**src/rtl/jtag_ahb_master.sv**
```systemverilog
// jtag_ahb_master
//   Single-transfer AHB-Lite master for the JTAG AHB data register. A request
//   held on ahb_enable becomes one NONSEQ transfer. When the data phase ends the
//   block raises a one-cycle ack, then waits for the requester to drop
//   ahb_enable before it will take another request.
// Ports
//   CLK, nRST                    clock, async active-low reset
//   ahb_enable                   request level (held until after ack)
//   req_addr/wdata/write/size    transfer descriptor, latched in IDLE
//   ack                          one-cycle completion pulse
//   rdata                        last successful read data
//   resp_err                     last transfer ended in ERROR or timeout
//   busy                         state != IDLE
//   HADDR/HTRANS/HWRITE/HSIZE/HWDATA   AHB-Lite master outputs
//   HRDATA/HREADY/HRESP          AHB-Lite slave responses
module jtag_ahb_master #(
  parameter int ADDR_W  = 32,
  parameter int DATA_W  = 32,
  parameter int TIMEOUT = 255
) (
  input  logic              CLK,
  input  logic              nRST,
  input  logic              ahb_enable,
  input  logic [ADDR_W-1:0] req_addr,
  input  logic [DATA_W-1:0] req_wdata,
  input  logic              req_write,
  input  logic [2:0]        req_size,
  output logic              ack,
  output logic [DATA_W-1:0] rdata,
  output logic              resp_err,
  output logic              busy,
  output logic [ADDR_W-1:0] HADDR,
  output logic [1:0]        HTRANS,
  output logic              HWRITE,
  output logic [2:0]        HSIZE,
  output logic [DATA_W-1:0] HWDATA,
  input  logic [DATA_W-1:0] HRDATA,
  input  logic              HREADY,
  input  logic              HRESP
);

  localparam int CNT_W = $clog2(TIMEOUT + 1);
  localparam logic [1:0] HT_IDLE   = 2'b00;
  localparam logic [1:0] HT_NONSEQ = 2'b10;

  typedef enum logic [2:0] {
    S_IDLE, S_ADDR, S_DATA, S_ACK, S_HOLD
  } state_t;

  state_t r_state, w_state_nxt;

  logic [ADDR_W-1:0] r_haddr;
  logic [DATA_W-1:0] r_wdata;
  logic [DATA_W-1:0] r_hwdata;
  logic              r_hwrite;
  logic [2:0]        r_hsize;
  logic [1:0]        r_htrans;
  logic              r_ack;
  logic              r_busy;
  logic [DATA_W-1:0] r_rdata;
  logic              r_resp_err;
  logic [CNT_W-1:0]  r_cnt;

  logic       w_start;
  logic       w_done_ok;
  logic       w_done_err;
  logic       w_tmo;
  logic [1:0] w_htrans_nxt;
  logic       w_ack_nxt;
  logic       w_busy_nxt;

  assign w_start    = (r_state == S_IDLE) && ahb_enable;
  assign w_done_ok  = (r_state == S_DATA) && HREADY && !HRESP;
  assign w_done_err = (r_state == S_DATA) && HREADY && HRESP;
  // Wait-state cycle that would be the TIMEOUT-th: give up on the slave.
  assign w_tmo      = (r_state == S_DATA) && !HREADY &&
                      (r_cnt == CNT_W'(TIMEOUT - 1));

  // State register
  always_ff @(posedge CLK or negedge nRST) begin
    if (!nRST) r_state <= S_IDLE;
    else       r_state <= w_state_nxt;
  end

  // Next-state logic
  always_comb begin
    w_state_nxt = r_state;
    case (r_state)
      S_IDLE: if (ahb_enable)          w_state_nxt = S_ADDR;
      S_ADDR: if (HREADY)              w_state_nxt = S_DATA;
      S_DATA: if (HREADY || w_tmo)     w_state_nxt = S_ACK;
      S_ACK:                           w_state_nxt = S_HOLD;
      // Enable is still high for a cycle after ack; do not re-trigger on it.
      S_HOLD: if (!ahb_enable)         w_state_nxt = S_IDLE;
      default:                         w_state_nxt = S_IDLE;
    endcase
  end

  // Output decode from the next state, so the registered outputs line up
  // with the state they belong to.
  always_comb begin
    w_htrans_nxt = HT_IDLE;
    w_ack_nxt    = 1'b0;
    w_busy_nxt   = (w_state_nxt != S_IDLE);
    case (w_state_nxt)
      S_ADDR:  w_htrans_nxt = HT_NONSEQ;
      S_ACK:   w_ack_nxt    = 1'b1;
      default: ;
    endcase
  end

  always_ff @(posedge CLK or negedge nRST) begin
    if (!nRST) begin
      r_htrans <= HT_IDLE;
      r_ack    <= 1'b0;
      r_busy   <= 1'b0;
    end else begin
      r_htrans <= w_htrans_nxt;
      r_ack    <= w_ack_nxt;
      r_busy   <= w_busy_nxt;
    end
  end

  // Request latch: address-phase signals double as the held descriptor.
  always_ff @(posedge CLK or negedge nRST) begin
    if (!nRST) begin
      r_haddr  <= '0;
      r_hwrite <= 1'b0;
      r_hsize  <= 3'd0;
      r_wdata  <= '0;
    end else if (w_start) begin
      r_haddr  <= req_addr;
      r_hwrite <= req_write;
      r_hsize  <= req_size;
      r_wdata  <= req_wdata;
    end
  end

  // Write data presented for the data phase.
  always_ff @(posedge CLK or negedge nRST) begin
    if (!nRST)                                 r_hwdata <= '0;
    else if ((r_state == S_ADDR) && HREADY)    r_hwdata <= r_wdata;
  end

  // Wait-state counter, cleared on entry to DATA.
  always_ff @(posedge CLK or negedge nRST) begin
    if (!nRST)                                 r_cnt <= '0;
    else if ((r_state == S_ADDR) && HREADY)    r_cnt <= '0;
    else if ((r_state == S_DATA) && !HREADY)   r_cnt <= r_cnt + CNT_W'(1);
  end

  // Completion status. rdata only moves on a clean read.
  always_ff @(posedge CLK or negedge nRST) begin
    if (!nRST) begin
      r_rdata    <= '0;
      r_resp_err <= 1'b0;
    end else begin
      if (w_done_ok) begin
        r_resp_err <= 1'b0;
        if (!r_hwrite) r_rdata <= HRDATA;
      end else if (w_done_err || w_tmo) begin
        r_resp_err <= 1'b1;
      end
    end
  end

  assign HADDR    = r_haddr;
  assign HTRANS   = r_htrans;
  assign HWRITE   = r_hwrite;
  assign HSIZE    = r_hsize;
  assign HWDATA   = r_hwdata;
  assign ack      = r_ack;
  assign busy     = r_busy;
  assign rdata    = r_rdata;
  assign resp_err = r_resp_err;

endmodule

```
**config.mk**
```make
export PLATFORM = sky130hd
export DESIGN_NAME = jtag_ahb_master
export DESIGN_NICKNAME = d
export VERILOG_FILES = /design/src/rtl/jtag_ahb_master.sv
export SDC_FILE = /design/constraint.sdc
export NUM_CORES = 1
export LEC_CHECK = 0
export ABC_CLOCK_PERIOD_IN_PS = 2660
export BUFFER_PORTS_ARGS = -buffer_cell sky130_fd_sc_hd__buf_2
export CAP_MARGIN = 20
export CELL_PAD_IN_SITES_DETAIL_PLACEMENT = 0
export CELL_PAD_IN_SITES_GLOBAL_PLACEMENT = 1
export CORE_MARGIN = 5
export CORE_UTILIZATION = 39
export CTS_CLUSTER_SIZE = 24
export DETAILED_ROUTE_END_ITERATION = 8
export PLACE_DENSITY = 0.9
export SLEW_MARGIN = 5
export SYNTH_ARGS = -nofsm -noshare
export SYNTH_HDL_FRONTEND = slang
export SYNTH_SLANG_ARGS = --single-unit
```
**constraint.sdc**
```tcl
create_clock -name CLK -period 2.66 [get_ports CLK]
set_input_delay 0.399 -clock CLK [delete_from_list [all_inputs] [get_ports CLK]]
set_output_delay 0.399 -clock CLK [all_outputs]
set_load 0.03 [all_outputs]
```
==> results.md, run 1 <==
- Status: finished clean
- Crit path max-delay cell type: dfrtp_1
- Cell area power density: 1410 mW/mm^2
- Register bit total from synthesis: 147
- Setup-failing EPs final: 0
- Synthesized area: 0.00583 mm^2
- Root Driver: clkbuf_16
- DR iter-0 viols: 86
- Leading cell type in the layout, fill and taps excluded: buf_2
- Final setup skew: 0.0130 ns
- CTS Sinks: 147
- Met1 Usage GRT: 0.195
- I/O pins: 210
- WP depth: 4
- Worst-path clk slew: 0.06 ns
- Total CTS buffers: 17
- Worst-Skew Late Latency: 0.42 ns
- Crit path cell chain: or3b_4 > or3_2 > buf_4 > mux2_4
- Slew Limit Fails: 0
- Chip Width: 132 um
- Via density: 4.74
- WHS: 0.207 ns
- Crit path kind: register to register
- Hold-fix buffers at CTS: 1
- Site row count: 44
- Critical-path maximum fanout: 32
- Worst Setup EP: rdata[17]
- CP startpoint kind: register
- DR vias: 3933
- Max clock buf depth: 2
- Seq/Total Area, Yosys: 0.631
- TritonCTS clock tree: yes
- Synth-to-Final Area Change: 31.9%
- Top Usage Layer GRT: met2
- GP Congestion: 0.771
- Worst Setup SP: r_state[2]
- YS warnings: 0
- Syn_nets: 529
- Aggregate routed wire length: 13400 um
- RR Startpoint: r_state[2]
- Number of synthesized flops with an enable pin: 0
- Min Tclk post-route: 2.22 ns
- Worst Hold Launch: req_addr[6]
- Grt ovf: 0
- Syn Inst Count: 422
- R2r setup slk: 0.44 ns
- Share of cells above drive strength 1: 0.547
- GRT Resource Usage Total: 0.156
- Endpoints failing hold: 0
- # DRC: 0
- FF-to-FF path depth: 4
- Height of the chip: 132 um
- Avg Inst Size Synth: 13.8 um^2
- Post-synth top flop: dfrtp_1
- PortBufs: 208
- Crit path required time: 2.95 ns
- Hold Path Class: input pin to register
- Worst path top cell family by delay: simple AND/OR/NAND/NOR gates
- Maximum vdd drop: 0.000725 V
- Detail Route Antenna Nets: 0
- Initial antenna violation count: 0
- Worst EP arrival: 2.52 ns
- Met3 usage: 0.0725
- Post-DP HPWL: 9450 um
- Reg2reg end: rdata[17]
- Die area: 0.0175 mm^2
- Buf/Inv on CP: 1
- H-tree Lvls: 4
- Synth cell types: 35
- Met2 Usage GRT: 0.236
- Vias in the first global route: 4217
- P_leak: 4.03 nW
- Nets: 739
- Max Clock Freq: 0.449 GHz
- MaxCap Viol Count: 0
- Crit-path max cell delay: 0.48 ns
- Drt pass-1 iters: 4
- Wire per inst: 16.1 um
- Final TNS setup: 0 ns
- Relative slew slack: 0.393
- Least-Margin Pin Slew: 0.897 ns
- Final worst-path cycle share: 0.836
- Post-cts resize count: 0
- Unrepaired setup endpoints after global routing: false
- Most frequent cells in the layout: 207 x buf_2, 147 x dfrtp_1, 102 x nand2_1, 71 x mux2_2, 30 x mux2_4
- First-pass GRT wire length: 22000 um
- Inserted Diodes: 0
- Fraction of registers with async set/reset: 1.00
- Initial Utilization: 0.400
- Core footprint: 0.0146 mm^2
- Postcts setup bufs: 0
- Largest net degree at the start of global routing: 68
- Critical Path End Type: register
how the worst min path moves through the flow:
stage / end / cells after the start / slack, ns
global placement: HADDR[1] / 1 / 0.42
finish: HADDR[6] / 2 / 0.21
detailed placement: HADDR[1] / 1 / 0.43
CTS: r_wdata[2] / 2 / 0.19
floorplan: HADDR[0] / 0 / 0.10
global route: HADDR[6] / 2 / 0.19
metal layers:
layer  share of wire  wire (um)
met5               0          0
met4           0.015        197
met3            0.11       1470
met2            0.45       6060
met1            0.42       5650
state kept, by name, summed over array words and instances (netlist names):
register	flops
HADDR	32
HWDATA	32
r_wdata	32
rdata	32
r_cnt	8
HSIZE	3
r_state	3
HTRANS	1
HWRITE	1
ack	1
busy	1
resp_err	1
cells by family after synthesis:
| group | share of synthesized area |
|---|---|
| DFF | 0.631 |
| muxes | 0.225 |
| adders and majority gates | 0.00429 |
| AOI/OAI and AO/OA | 0.00923 |
| buffers and inverters | 0.0303 |
| other | 0.000643 |
| and+or+nand+nor | 0.0998 |
synth_stat cells, types with 2 or more instances:
library cell / number / share of area
buf_12: 3 / 0.010
buf_2: 3 / 0.0026
buf_4: 2 / 0.0026
buf_6: 2 / 0.0039
clkbuf_1: 14 / 0.0090
dfrtp_1: 147 / 0.63
ha_1: 2 / 0.0043
inv_1: 3 / 0.0019
mux2_2: 71 / 0.14
mux2_4: 30 / 0.077
mux2i_1: 6 / 0.010
nand2_1: 102 / 0.066
nand2b_1: 3 / 0.0032
nand3_1: 5 / 0.0043
nand4_1: 3 / 0.0032
nor2_1: 3 / 0.0019
nor4b_1: 2 / 0.0030
o21ai_0: 3 / 0.0026
or3_1: 2 / 0.0021
per-stage QoR:
step           instances  utilization  worst slack, ns  power (mW)  instance area (um^2)
2_1_floorplan        422            -            0.716        6.94                  5830
3_3_place_gp         796        0.481            0.512        8.10                  7010
3_5_place_dp         796        0.481            0.448        8.26                  7010
4_1_cts              829        0.527            0.450        11.0                  7690
5_1_grt              829        0.527            0.365        11.4                  7690
6_report             829        0.527            0.435        10.8                  7690
cell type report:
type | instances | area (um^2)
inverter | 3 | 11.3
fill | 1240 | 6900
clock inverter | 11 | 196
tap | 184 | 230
timing repair buffer | 215 | 1110
clock buffer | 21 | 470
multi-input combinational | 248 | 1990
sequential | 147 | 3680
where the power goes:
| part | switching [mW] | internal [mW] | total, mW |
|---|---|---|---|
| sequential | 0.567 | 3.28 | 3.85 |
| combinational | 2.66 | 1.67 | 4.32 |
| clock | 0.921 | 1.75 | 2.67 |
| total | 4.15 | 6.69 | 10.8 |
Note: power is estimated with default switching activity, not from simulation.
==> run 2: changes to the inputs <==
Settings changed: ABC_AREA set to 1, ABC_CLOCK_PERIOD_IN_PS 2660 to 2100, CORE_UTILIZATION 39 to 36, PLACE_DENSITY 0.9 to 0.89.
Clock period 2.66 ns to 2.1 ns, I/O delays scaled along.
==> run 2 against run 1 <==
Against the previous run:
- combinational power rose by 22%
- core utilization fell by 4.2 points
- cell area rose by 0.60%
- largest cell class unchanged
- die area rose by 8.3%
- critical path type unchanged
- critical endpoint is now rdata[13]
==> results.md, run 2 <==
- Cell area power density: 1670 mW/mm^2
- Max clock buf depth: 2
- DR iter-0 viols: 201
- Critical Path End Type: register
- Synth cell types: 24
- Min Tclk post-route: 1.84 ns
- Aggregate routed wire length: 13600 um
- Wire per inst: 12.7 um
- Mux share of post-synthesis cell area: 0
- Most frequent cells in the layout: 207 x buf_2, 147 x dfrtp_1, 131 x nand2_1, 115 x inv_1, 68 x o21ai_0
- Non-Filler Instances: 1069
- Height of the chip: 138 um
- MaxCap Viol Count: 0
- Die area: 0.0190 mm^2
- Crit path kind: register to register
- P_leak: 4.38 nW
- Inserted Diodes: 0
- Placed instance area: 0.00716 mm^2
- Synth-to-Final Area Change: 31.9%
- Fraction of registers with async set/reset: 1.00
- Synth Area in XOR/XNOR: 0.00299
- Largest net degree at the start of global routing: 62
- Register bit total from synthesis: 147
- DR vias: 4581
- Hold Path Class: input pin to register
- Largest family of logic cells by synthesized area: simple AND/OR/NAND/NOR gates
- Synth Area in Adders: 0.00426
- CP startpoint kind: register
- Vias in the first global route: 4643
- Initial antenna violation count: 1
- Post-route cell area: 0.00774 mm^2
- GRT Resource Usage Total: 0.147
- Power Total: 12.9 mW
- Switching power: 5.49 mW
- Post-Synth Simple-Gate Area: 0.137
- Final setup skew: 0.00658 ns
- Total CTS buffers: 17
- Via density: 4.29
- Worst EP arrival: 2.14 ns
- Internal power: 7.41 mW
- Yosys top cell by area: dfrtp_1
- Root Driver: clkbuf_16
- I/O pins: 210
- PortBufs: 208
- Max Clock Freq: 0.544 GHz
- Most common cell in the netlist: dfrtp_1
- Relative slew slack: 0.626
- Syn_nets: 737
- Sequential share of power: 0.368
- Sw Share: 0.426
- YS warnings: 0
- Drt pass-1 iters: 4
- Slew Limit Fails: 0
- Status: finished clean
- H-tree Lvls: 4
- Endpoints failing hold: 0
- Synthesized area: 0.00587 mm^2
- Top cells by count, synth: 147 x dfrtp_1, 131 x nand2_1, 115 x inv_1, 68 x o21ai_0, 44 x nor2_1
- Setup-failing EPs final: 0
- Share of cells above drive strength 1: 0.315
- Initial Utilization: 0.368
- Seq/Total Area, Yosys: 0.627
- Grt ovf: 0
- First-pass GRT wire length: 22000 um
- TritonCTS clock tree: yes
- CTS Sinks: 147
- # DRC: 0
- Gate power share: 0.408
- Worst-path clk slew: 0.06 ns
- Number of synthesized flops with an enable pin: 0
- Unrepaired setup endpoints after global routing: false
- Clock power frac: 0.223
- Worst-Skew Late Latency: 0.41 ns
- Post-DP HPWL: 9950 um
- Detail Route Antenna Nets: 0
- Least-Margin Pin Slew: 0.562 ns
- GP Congestion: 0.749
- Final TNS setup: 0 ns
- Crit path required time: 2.40 ns
- Final worst-path cycle share: 0.876
- Core footprint: 0.0159 mm^2
- Avg Inst Size Synth: 9.31 um^2
- Syn Inst Count: 630
- Critical-path maximum fanout: 49
- Share of the synthesized area in the top cell type: 0.627
- Top area cells in the synthesized netlist: dfrtp_1 63%, nand2_1 8.4%, inv_1 7.4%
- Site row count: 46
- Chip Width: 138 um
- Inst Count DP: 1036
- Leading cell type in the layout, fill and taps excluded: buf_2
- Nets: 947
- Maximum vdd drop: 0.000720 V
- Compound-Gate Fraction of Synth Area: 0.125
- Post-synth top flop: dfrtp_1
- # fillers: 1576
-- run 2: worst paths after layout --
kind                            start         end  slack (ns)  depth (start not counted)
min in group asynchronous        nRST   HADDR[19]        0.42                          2
max in group asynchronous        nRST    rdata[5]        1.03                          3
min                        HRDATA[20]   rdata[20]        0.14                          3
max reg2reg                r_state[2]   rdata[13]        0.26                          7
max                        r_state[2]   rdata[13]        0.26                          7
min reg2reg                HWDATA[28]  HWDATA[28]        0.48                          2
-- run 2: timing repair --
| item | 4_1_cts | 5_1_grt |
|---|---|---|
| hold buffers | 1 | 0 |
| resized for setup | 0 | 0 |
| endpoints found under the hold margin | 50 | 0 |
| buffers inserted | 0 | 0 |
-- run 2: power by group through the flow --
stage                     Sequential (mW)  Combinational [mW]  Clock, mW
after floorplan                      6.67                1.74          0
after global placement               4.77                5.26          0
after detailed placement             4.79                5.38          0
after CTS                            4.77                5.37       2.97
after global routing                 4.92                5.83       3.09
final                                4.76                5.27       2.88
-- run 2: worst max-delay path: stages (launching register included) --
cell and delay (ns):
dfrtp_1 0.40, inv_2 0.10, nand3_2 0.14, nor2_4 0.15
nand3_4 0.42, buf_4 0.36, nand2_1 0.07, o21ai_2 0.05
-- run 2: final cells by class --
| type | count | area (um^2) | share of cell area |
|---|---|---|---|
| clock buffer | 24 | 492 | 0.0636 |
| clock inverter | 8 | 76.3 | 0.00986 |
| multi-input combinational | 338 | 1600 | 0.206 |
| inverter | 116 | 435 | 0.0563 |
| sequential | 147 | 3680 | 0.475 |
| timing repair buffer | 220 | 1190 | 0.154 |
| tap | 216 | 270 | 0.0349 |
-- run 2: per-stage QoR --
step	hold slack, ns	utilization	worst slack [ns]
2_1_floorplan	0.0194	-	0.835
3_3_place_gp	0.316	0.449	0.334
3_5_place_dp	0.316	0.449	0.282
4_1_cts	0.109	0.485	0.244
5_1_grt	0.129	0.485	0.108
6_report	0.135	0.485	0.260
-- run 2: per-layer routing --
layer  share of wire  GRT usage  vias up
met5          0.0014          0        -
met4           0.011     0.0499        2
met3           0.084     0.0610       13
met2            0.49      0.245      136
met1            0.41      0.172     2077
li1                -          -     2353
-- run 2: cell families (layout without fill, tap and decap cells) --
logic type	after synthesis	after routing
flip-flops	147	147
adder cells (fa/ha/maj)	2	2
XOR/XNOR	2	2
other	1	1
buffers and inverters	145	368
AND/OR/NAND/NOR	197	197
AO/OA/AOI/OAI	136	136
==> run 3: changes to the inputs <==
Settings changed: ABC_CLOCK_PERIOD_IN_PS 2100 to 1800, PLACE_DENSITY 0.89 to not set, PLACE_DENSITY_LB_ADDON set to 0.15.
Clock period 2.1 ns to 1.8 ns, I/O delays scaled along.
==> run 3 against run 2 <==
Against the previous run:
- setup slack gained 0.15 ns
- non-clock buffer count shrank 1
- sequential power grew 16%
- global-route usage grew 0.58 points
- wire length grew 3.4%
- sequential share of layout area grew 0.085 points
- cell area shrank 0.18%
- largest power group unchanged
==> results.md, run 3 (same netlist as run 2, synthesis figures left out) <==
- DR vias: 4598
- I/O pins: 210
- Crit path required time: 2.09 ns
- Hold path cells: 3
- Detail Route Antenna Nets: 0
- GRT Resource Usage Total: 0.153
- Aggregate routed wire length: 14100 um
- Placed instance area: 0.00718 mm^2
- Share of cells above drive strength 1: 0.312
- Max Clock Freq: 0.718 GHz
- Drt pass-1 iters: 4
- Reg2reg end: rdata[30]
- Inst Count DP: 1035
- Non-Filler Instances: 1066
- Leading cell type in the layout, fill and taps excluded: buf_2
- Critical Path End Type: register
- Worst EP arrival: 1.68 ns
- FF-to-FF path depth: 7
- Cell area power density: 1940 mW/mm^2
- Root Driver: clkbuf_16
- Largest net degree at the start of global routing: 85
- Buf/Inv on CP: 2
- R2r setup slk: 0.41 ns
- Nets: 946
- WHS: 0.0909 ns
- MaxCap Viol Count: 0
- Core footprint: 0.0159 mm^2
- Post-cts resize count: 0
- Crit-path max cell delay: 0.41 ns
- Grt ovf: 0
- Pre-CTS WS: 0.427 ns
- Wire per inst: 13.2 um
- Crit path max-delay cell type: dfrtp_1
- # DRC: 0
- Post-route cell area: 0.00772 mm^2
- Initial Utilization: 0.368
- Crit path kind: register to register
- Total CTS buffers: 17
- Die area: 0.0190 mm^2
- TritonCTS clock tree: yes
- Height of the chip: 138 um
- Final worst-path cycle share: 0.774
- Final TNS setup: 0 ns
- P_leak: 4.37 nW
- Max clock buf depth: 2
- Hold Path End: rdata[6]
- Status: finished clean
- GP Congestion: 0.796
- Unrepaired setup endpoints after global routing: false
- Setup-failing EPs final: 0
- CP startpoint kind: register
- CTS Sinks: 147
- Worst-Skew Late Latency: 0.41 ns
- Endpoints failing hold: 0
- Vias in the first global route: 4708
- Worst-path clk slew: 0.05 ns
- Via density: 4.31
- H-tree Lvls: 4
- Crit path cell chain: inv_2 > nand3_2 > nor2_4 > nand3_4 > buf_12 > nand2_1 > o21ai_1
- Final worst setup slack: 0.406 ns
- Slew Limit Fails: 0
- RR Startpoint: r_state[2]
- Worst Hold Launch: HRDATA[6]
- PortBufs: 208
- Critical-path maximum fanout: 64
- Initial antenna violation count: 0
- Hold Path Class: input pin to register
- Postcts setup bufs: 0
- Worst path top cell family by delay: simple AND/OR/NAND/NOR gates
- Maximum vdd drop: 0.000969 V
- Post-DP HPWL: 10300 um
- Chip Width: 138 um
- Most frequent cells in the layout: 207 x buf_2, 147 x dfrtp_1, 131 x nand2_1, 115 x inv_1, 68 x o21ai_0
- DR iter-0 viols: 146
- Min Tclk post-route: 1.39 ns
- Synth-to-Final Area Change: 31.6%
- Final setup skew: 0.00690 ns
- Site row count: 46
- Inserted Diodes: 0
- First-pass GRT wire length: 22700 um
[run 3: how the worst max path moves through the flow]
stage,start,end,slack [ns],depth (start not counted)
after floorplan,r_state[0],rdata[14],0.53,7
after global placement,r_state[2],HWDATA[5],0.46,5
after detailed placement,r_state[2],rdata[16],0.43,7
after CTS,r_state[2],HWDATA[9],0.40,4
after global routing,r_state[0],rdata[1],0.31,7
final,r_state[2],rdata[30],0.41,7
[run 3: timing repair]
action	4_1_cts	5_1_grt
endpoints found under the setup margin	0	0
endpoints found under the hold margin	44	0
hold buffers	1	0
[run 3: report_power, final]
| part | switching (mW) | total, mW | internal [mW] | leakage [nW] |
|---|---|---|---|---|
| Sequential | 0.705 | 5.54 | 4.83 | 1.80 |
| Clock | 1.25 | 3.23 | 1.98 | 0.269 |
| Combinational | 4.39 | 6.18 | 1.79 | 2.30 |
| Total | 6.35 | 15.0 | 8.61 | 4.37 |
[run 3: per-layer routing]
metal,part of all wire,track usage,routed length [um]
met5,0,0,0
met4,0.018,0.0593,248
met3,0.085,0.0646,1190
met2,0.50,0.254,7010
met1,0.40,0.176,5620
[run 3: area by class of cell]
type	instances	area, um^2
tap	216	270
fill	1587	8220
multi-input combinational	338	1600
sequential	147	3680
timing repair buffer	219	1210
clock inverter	6	55.1
inverter	116	435
clock buffer	24	482
[run 3: stage by stage]
stage                     power, mW   util
final                          15.0  0.484
after global routing           16.0  0.484
after CTS                      15.3  0.484
after detailed placement       11.9  0.450
after global placement         11.8  0.450
after floorplan                9.81      -
[run 3: worst reg2reg max path, stage by stage, from the launching register on]
cell and delay [ns]:
dfrtp_1 0.41, inv_2 0.10, nand3_2 0.14, nor2_4 0.16, nand3_4 0.08, buf_12 0.20
nand2_1 0.11, o21ai_1 0.07
